[config.mk]
export PLATFORM = sky130hd
export DESIGN_NAME = dmem_arbiter
export DESIGN_NICKNAME = d
export VERILOG_FILES = /design/src/rtl/dmem_arbiter.sv
export SDC_FILE = /design/constraint.sdc
export NUM_CORES = 1
export LEC_CHECK = 0
export BUFFER_PORTS_ARGS = -buffer_cell sky130_fd_sc_hd__buf_2
export CAP_MARGIN = 20
export CORE_AREA = 2 2 230 232
export CTS_CLUSTER_SIZE = 12
export DETAILED_ROUTE_END_ITERATION = 16
export DIE_AREA = 0 0 232 234
export GPL_TIMING_DRIVEN = 1
export PLACE_DENSITY_LB_ADDON = 0.3
export SLEW_MARGIN = 10
export SYNTH_ARGS = -nofsm -noshare
export SYNTH_HDL_FRONTEND = slang
export SYNTH_SLANG_ARGS = --single-unit
[constraint.sdc]
create_clock -name clk -period 4.09 [get_ports clk]
set_clock_uncertainty 0.15 [all_clocks]
set_input_delay 0.2045 -clock clk [delete_from_list [all_inputs] [get_ports clk]]
set_output_delay 0.2045 -clock clk [all_outputs]
set_load 0.03 [all_outputs]
[src/rtl/dmem_arbiter.sv]
// dmem_arbiter: shares one combinationally-read DMEM between the core port
// and a debug/loader port. The core has priority, a saturating wait counter
// guarantees debug progress, and dbg_lock holds the grant across a burst.
module dmem_arbiter #(
  parameter int DW       = 64,
  parameter int AW       = 64,
  parameter int MAX_WAIT = 4
) (
  input  logic          clk,
  input  logic          rst,
  input  logic [AW-1:0] core_addr,
  input  logic [DW-1:0] core_wdata,
  input  logic          core_we,
  input  logic          core_re,
  output logic [DW-1:0] core_rdata,
  output logic          core_stall,
  input  logic          dbg_valid,
  input  logic          dbg_we,
  input  logic          dbg_lock,
  input  logic [AW-1:0] dbg_addr,
  input  logic [DW-1:0] dbg_wdata,
  output logic          dbg_ready,
  output logic          dbg_rvalid,
  output logic [DW-1:0] dbg_rdata,
  output logic [AW-1:0] mem_addr,
  output logic [DW-1:0] mem_wdata,
  output logic          mem_we,
  output logic          mem_re,
  input  logic [DW-1:0] mem_rdata,
  output logic          grant_dbg
);

  typedef enum logic {NORMAL, DBG_LOCK} state_t;

  localparam logic [3:0] LP_MAX_WAIT = 4'(MAX_WAIT);

  state_t        r_state;
  state_t        w_state_nxt;
  logic [3:0]    r_wait_cnt;
  logic [3:0]    w_wait_nxt;
  logic          r_rvalid;
  logic [DW-1:0] r_rdata;
  logic          w_core_req;
  logic          w_dbg_win;
  logic          w_core_win;
  logic          w_dbg_beat;

  // Saturating increment of the starvation counter.
  function automatic logic [3:0] sat_inc(input logic [3:0] v);
    return (v >= LP_MAX_WAIT) ? LP_MAX_WAIT : v + 4'd1;
  endfunction

  assign w_core_req = core_we | core_re;
  assign w_dbg_beat = dbg_valid & w_dbg_win;

  // Grant decision: reset forces both grants off; lock gives debug absolute priority.
  always_comb begin
    w_dbg_win  = 1'b0;
    w_core_win = 1'b0;
    if (!rst) begin
      if (r_state == DBG_LOCK) begin
        w_dbg_win = dbg_valid;
      end else begin
        w_dbg_win = dbg_valid & (~w_core_req | (r_wait_cnt == LP_MAX_WAIT));
      end
      w_core_win = w_core_req & ~w_dbg_win;
    end
  end

  // Next state and next wait count.
  always_comb begin
    w_state_nxt = r_state;
    w_wait_nxt  = 4'd0;
    if (w_dbg_beat) begin
      w_state_nxt = dbg_lock ? DBG_LOCK : NORMAL;
    end
    if (dbg_valid && !w_dbg_win) begin
      w_wait_nxt = sat_inc(r_wait_cnt);
    end
  end

  // Memory mux: route the winner's fields to DMEM, zeros when nobody wins.
  always_comb begin
    mem_addr  = '0;
    mem_wdata = '0;
    mem_we    = 1'b0;
    mem_re    = 1'b0;
    if (w_dbg_win) begin
      mem_addr  = dbg_addr;
      mem_wdata = dbg_wdata;
      mem_we    = dbg_we;
      mem_re    = ~dbg_we;
    end else if (w_core_win) begin
      mem_addr  = core_addr;
      mem_wdata = core_wdata;
      mem_we    = core_we;
      mem_re    = core_re & ~core_we;
    end
  end

  // Arbitration state, starvation counter and registered debug read return.
  always_ff @(posedge clk or posedge rst) begin
    if (rst) begin
      r_state    <= NORMAL;
      r_wait_cnt <= 4'd0;
      r_rvalid   <= 1'b0;
      r_rdata    <= '0;
    end else begin
      r_state    <= w_state_nxt;
      r_wait_cnt <= w_wait_nxt;
      r_rvalid   <= w_dbg_beat & ~dbg_we;
      if (w_dbg_beat && !dbg_we) begin
        r_rdata <= mem_rdata;
      end
    end
  end

  assign core_rdata = mem_rdata;
  assign core_stall = w_core_req & ~w_core_win;
  assign dbg_ready  = w_dbg_win;
  assign grant_dbg  = w_dbg_win;
  assign dbg_rvalid = r_rvalid;
  assign dbg_rdata  = r_rdata;

endmodule

==> metrics <==
ranking of synthesized cells by area dfrtp_1, mux2i_1, nand2_1; Post-Synthesis Cells 668; Hold WC Path Type input port to flip-flop; vias per cell 3.58; CP Data Arrival Time 3.04 ns; clock buffer depth 2; clock power share 0.211; hold_sp dbg_valid; Post-Synth Simple-Gate Area 0.179; internal power 2.15 mW; slowest CP cell mux2i_1; root buffer selected by CTS clkbuf_16; dpl cell area 0.00911 mm^2; NumNets Final 1559; register area share after synthesis 0.301; Routed Antenna Nets 0; pin count of the biggest net entering global routing 95; post-synthesis instance area 0.00582 mm^2; largest family of logic cells by synthesized area multiplexers; leakage power 5.97 nW; PnR Total Power 3.91 mW; Total Neg Setup Slack 0 ns; r2r endpoint dbg_rdata[40]$_DFFE_PP0P_; Yosys top cell area share 0.301; XOR/XNOR Fraction of Synth Area 0; Fmax achieved 295 MHz; worst r2r src r_wait_cnt[0]$_DFF_PP0_; max-slew violations 0; Sequential Power Share 0.261; compound-gate portion of the synthesized area 0.0105; Synth Area in Adders 0.00430; core area 0.0520 mm^2; R2R cell count 6; peak supply drop 0.443 mV; drt wl/cell 19.2 um; mux contribution to synthesized area 0.370; CTS Sinks 70; CP Capture Type output pin; first-iteration detailed-routing DRC count 262; Fillers 5822; mean post-synth cell area 8.72 um^2; Worst Setup Start Kind flip-flop; CP Buf/Inv Count 3; vias in the first global route 6895; detailed-route via count 6901; Gate power share 0.528; CTS tree built; Psw 1.76 mW; post-synthesis register bit count 70; Worst R2R Setup Slack 1.46 ns; Worst EP required 3.74 ns; effective utilization at floorplan 0.112; net switching fraction of the power 0.449; post-layout util 0.194; Top delay family on crit path buffers and inverters; Syn-to-layout area delta 73.2%; GRT overflow 0; die area 0.0543 mm^2; Final Cell Area 0.0101 mm^2; hold depth 3; Setup CP Type flip-flop to output pin; Worst slew margin 0.423; DRC viols 0; H-tree levels 3; total CTS buffers 9; HPWL after detailed placement 30.4 mm; crit-path max cell delay 0.50 ns; largest area contributor in the netlist dfrtp_1; RePlAce Congestion 0.921; Resize count post-CTS 0; # setup viols final 0; crit path cell chain inv_1 -> ha_1 -> and3b_1 -> o31ai_4 -> buf_12 -> mux2i_1 -> buf_2; initial antenna violation count 9; total track usage 0.126; Die Span Y 234 um; Initial DRT Pass Iterations 4; crit-path max FO 78; final period utilization 0.830; most frequent cells in the layout buf_2, nand2_1, mux2i_1; Fin. Hold Viols 0; I/O pins 589; Die X 232 um; first-pass GRT wire length 48.8 mm; synth warn 0; fin worst setup slack 0.696 ns; Clk pin slew, worst setup/hold paths 0.06 ns; post-detailed-routing wire length 37.0 mm; RSZ-0062 raised after global routing no; Syn Nets 997; most common cell after layout, fill and taps aside buf_2; max-cap violations 0; pre-CTS WS 0.997 ns; Slew @ Worst Pin 0.866 ns; Netlist cell types 27; fin crit period 3.39 ns; status completed; PwrDens 387 mW/mm^2; Clock Latency Late Sink 0.35 ns; layout cell share with drive strength beyond 1 0.553; number of port buffers 588; num rows 84; hold path endpoint r_wait_cnt[0]$_DFF_PP0_
[per-stage QoR]
stage / hold slack (ns) / std cells
after floorplan: 0.192 / 668
final: 0.0673 / 1927
after global routing: 0.0590 / 1923
after global placement: 0.299 / 1841
after CTS: 0.0255 / 1923
after detailed placement: 0.303 / 1841
[cell families (layout without fill, tap and decap cells)]
| group | Yosys count | count (layout) |
|---|---|---|
| buffers and inverters | 122 | 689 |
| and+or+nand+nor | 272 | 272 |
| muxes | 193 | 193 |
| AOI/OAI and AO/OA | 8 | 8 |
| adders and majority gates | 2 | 2 |
| other | 1 | 5 |
| DFF | 70 | 70 |
[layout make-up]
class,count,area [um^2],share of cell area
Antenna cell,4,10.0,0.000992
Clock buffer,10,239,0.0237
Clock inverter,6,68.8,0.00682
Inverter,8,35.0,0.00347
Multi-Input combinational cell,476,3310,0.328
Sequential cell,70,1750,0.174
Tap cell,688,861,0.0853
Timing Repair Buffer,665,3810,0.378
[layer usage]
metal / vias up / share of wire / track usage
met5: - / 0.0024 / 0
met4: 14 / 0.010 / 0.0236
met3: 32 / 0.094 / 0.0420
met2: 409 / 0.52 / 0.237
met1: 3197 / 0.37 / 0.137
li1: 3249 / - / -
[cell usage after synthesis]
library cell,number
clkinv_1,1
o41ai_1,1
conb_1,1
nor4b_1,1
or2_1,1
nand2_1,260
a311o_1,1
nand2b_1,1
nor3_1,4
mux2_2,26
a21oi_1,1
ha_1,2
and3b_1,1
a31oi_1,2
nor2_1,3
mux2i_1,129
dfrtp_1,70
o31ai_1,2
buf_6,4
nand3b_1,1
buf_1,4
buf_4,77
buf_2,5
inv_1,7
mux2_4,38
clkbuf_1,24
o21ba_2,1
[how the worst max path moves through the flow]
stage                                        from            to  slack, ns  depth (start not counted)
after global routing      r_wait_cnt[0]$_DFF_PP0_  mem_wdata[0]       0.55                          7
after global placement    r_wait_cnt[0]$_DFF_PP0_  mem_wdata[9]       0.97                          7
after detailed placement  r_wait_cnt[0]$_DFF_PP0_  mem_wdata[0]        1.0                          7
after floorplan                               rst    core_stall       0.42                          3
after CTS                 r_wait_cnt[0]$_DFF_PP0_  mem_wdata[0]       0.57                          7
final                     r_wait_cnt[0]$_DFF_PP0_  mem_addr[62]       0.70                          7
[flip-flops by register name (all words and copies together) (netlist names)]
register,count
dbg_rvalid,1
r_wait_cnt,4
r_state,1
dbg_rdata,64
[worst min-delay path: stages]
cell	delay, ns
buf_2	0.13
inv_1	0.12
nor4b_1	0.07
[what timing repair did]
action | 4_1_cts | 5_1_grt
setup buffers | 0 | 0
hold buffers | 66 | 0
endpoints found under the hold margin | 75 | 0
[power by group through the flow]
stage	Combinational (mW)	Clock (mW)	Sequential, mW
6_report	2.06	0.824	1.02
3_5_place_dp	2.04	0	1.02
2_1_floorplan	0.915	0	1.43
3_3_place_gp	2.04	0	1.02
4_1_cts	2.09	0.874	1.02
5_1_grt	2.17	0.897	1.05
Note: power is estimated with default switching activity, not from simulation.
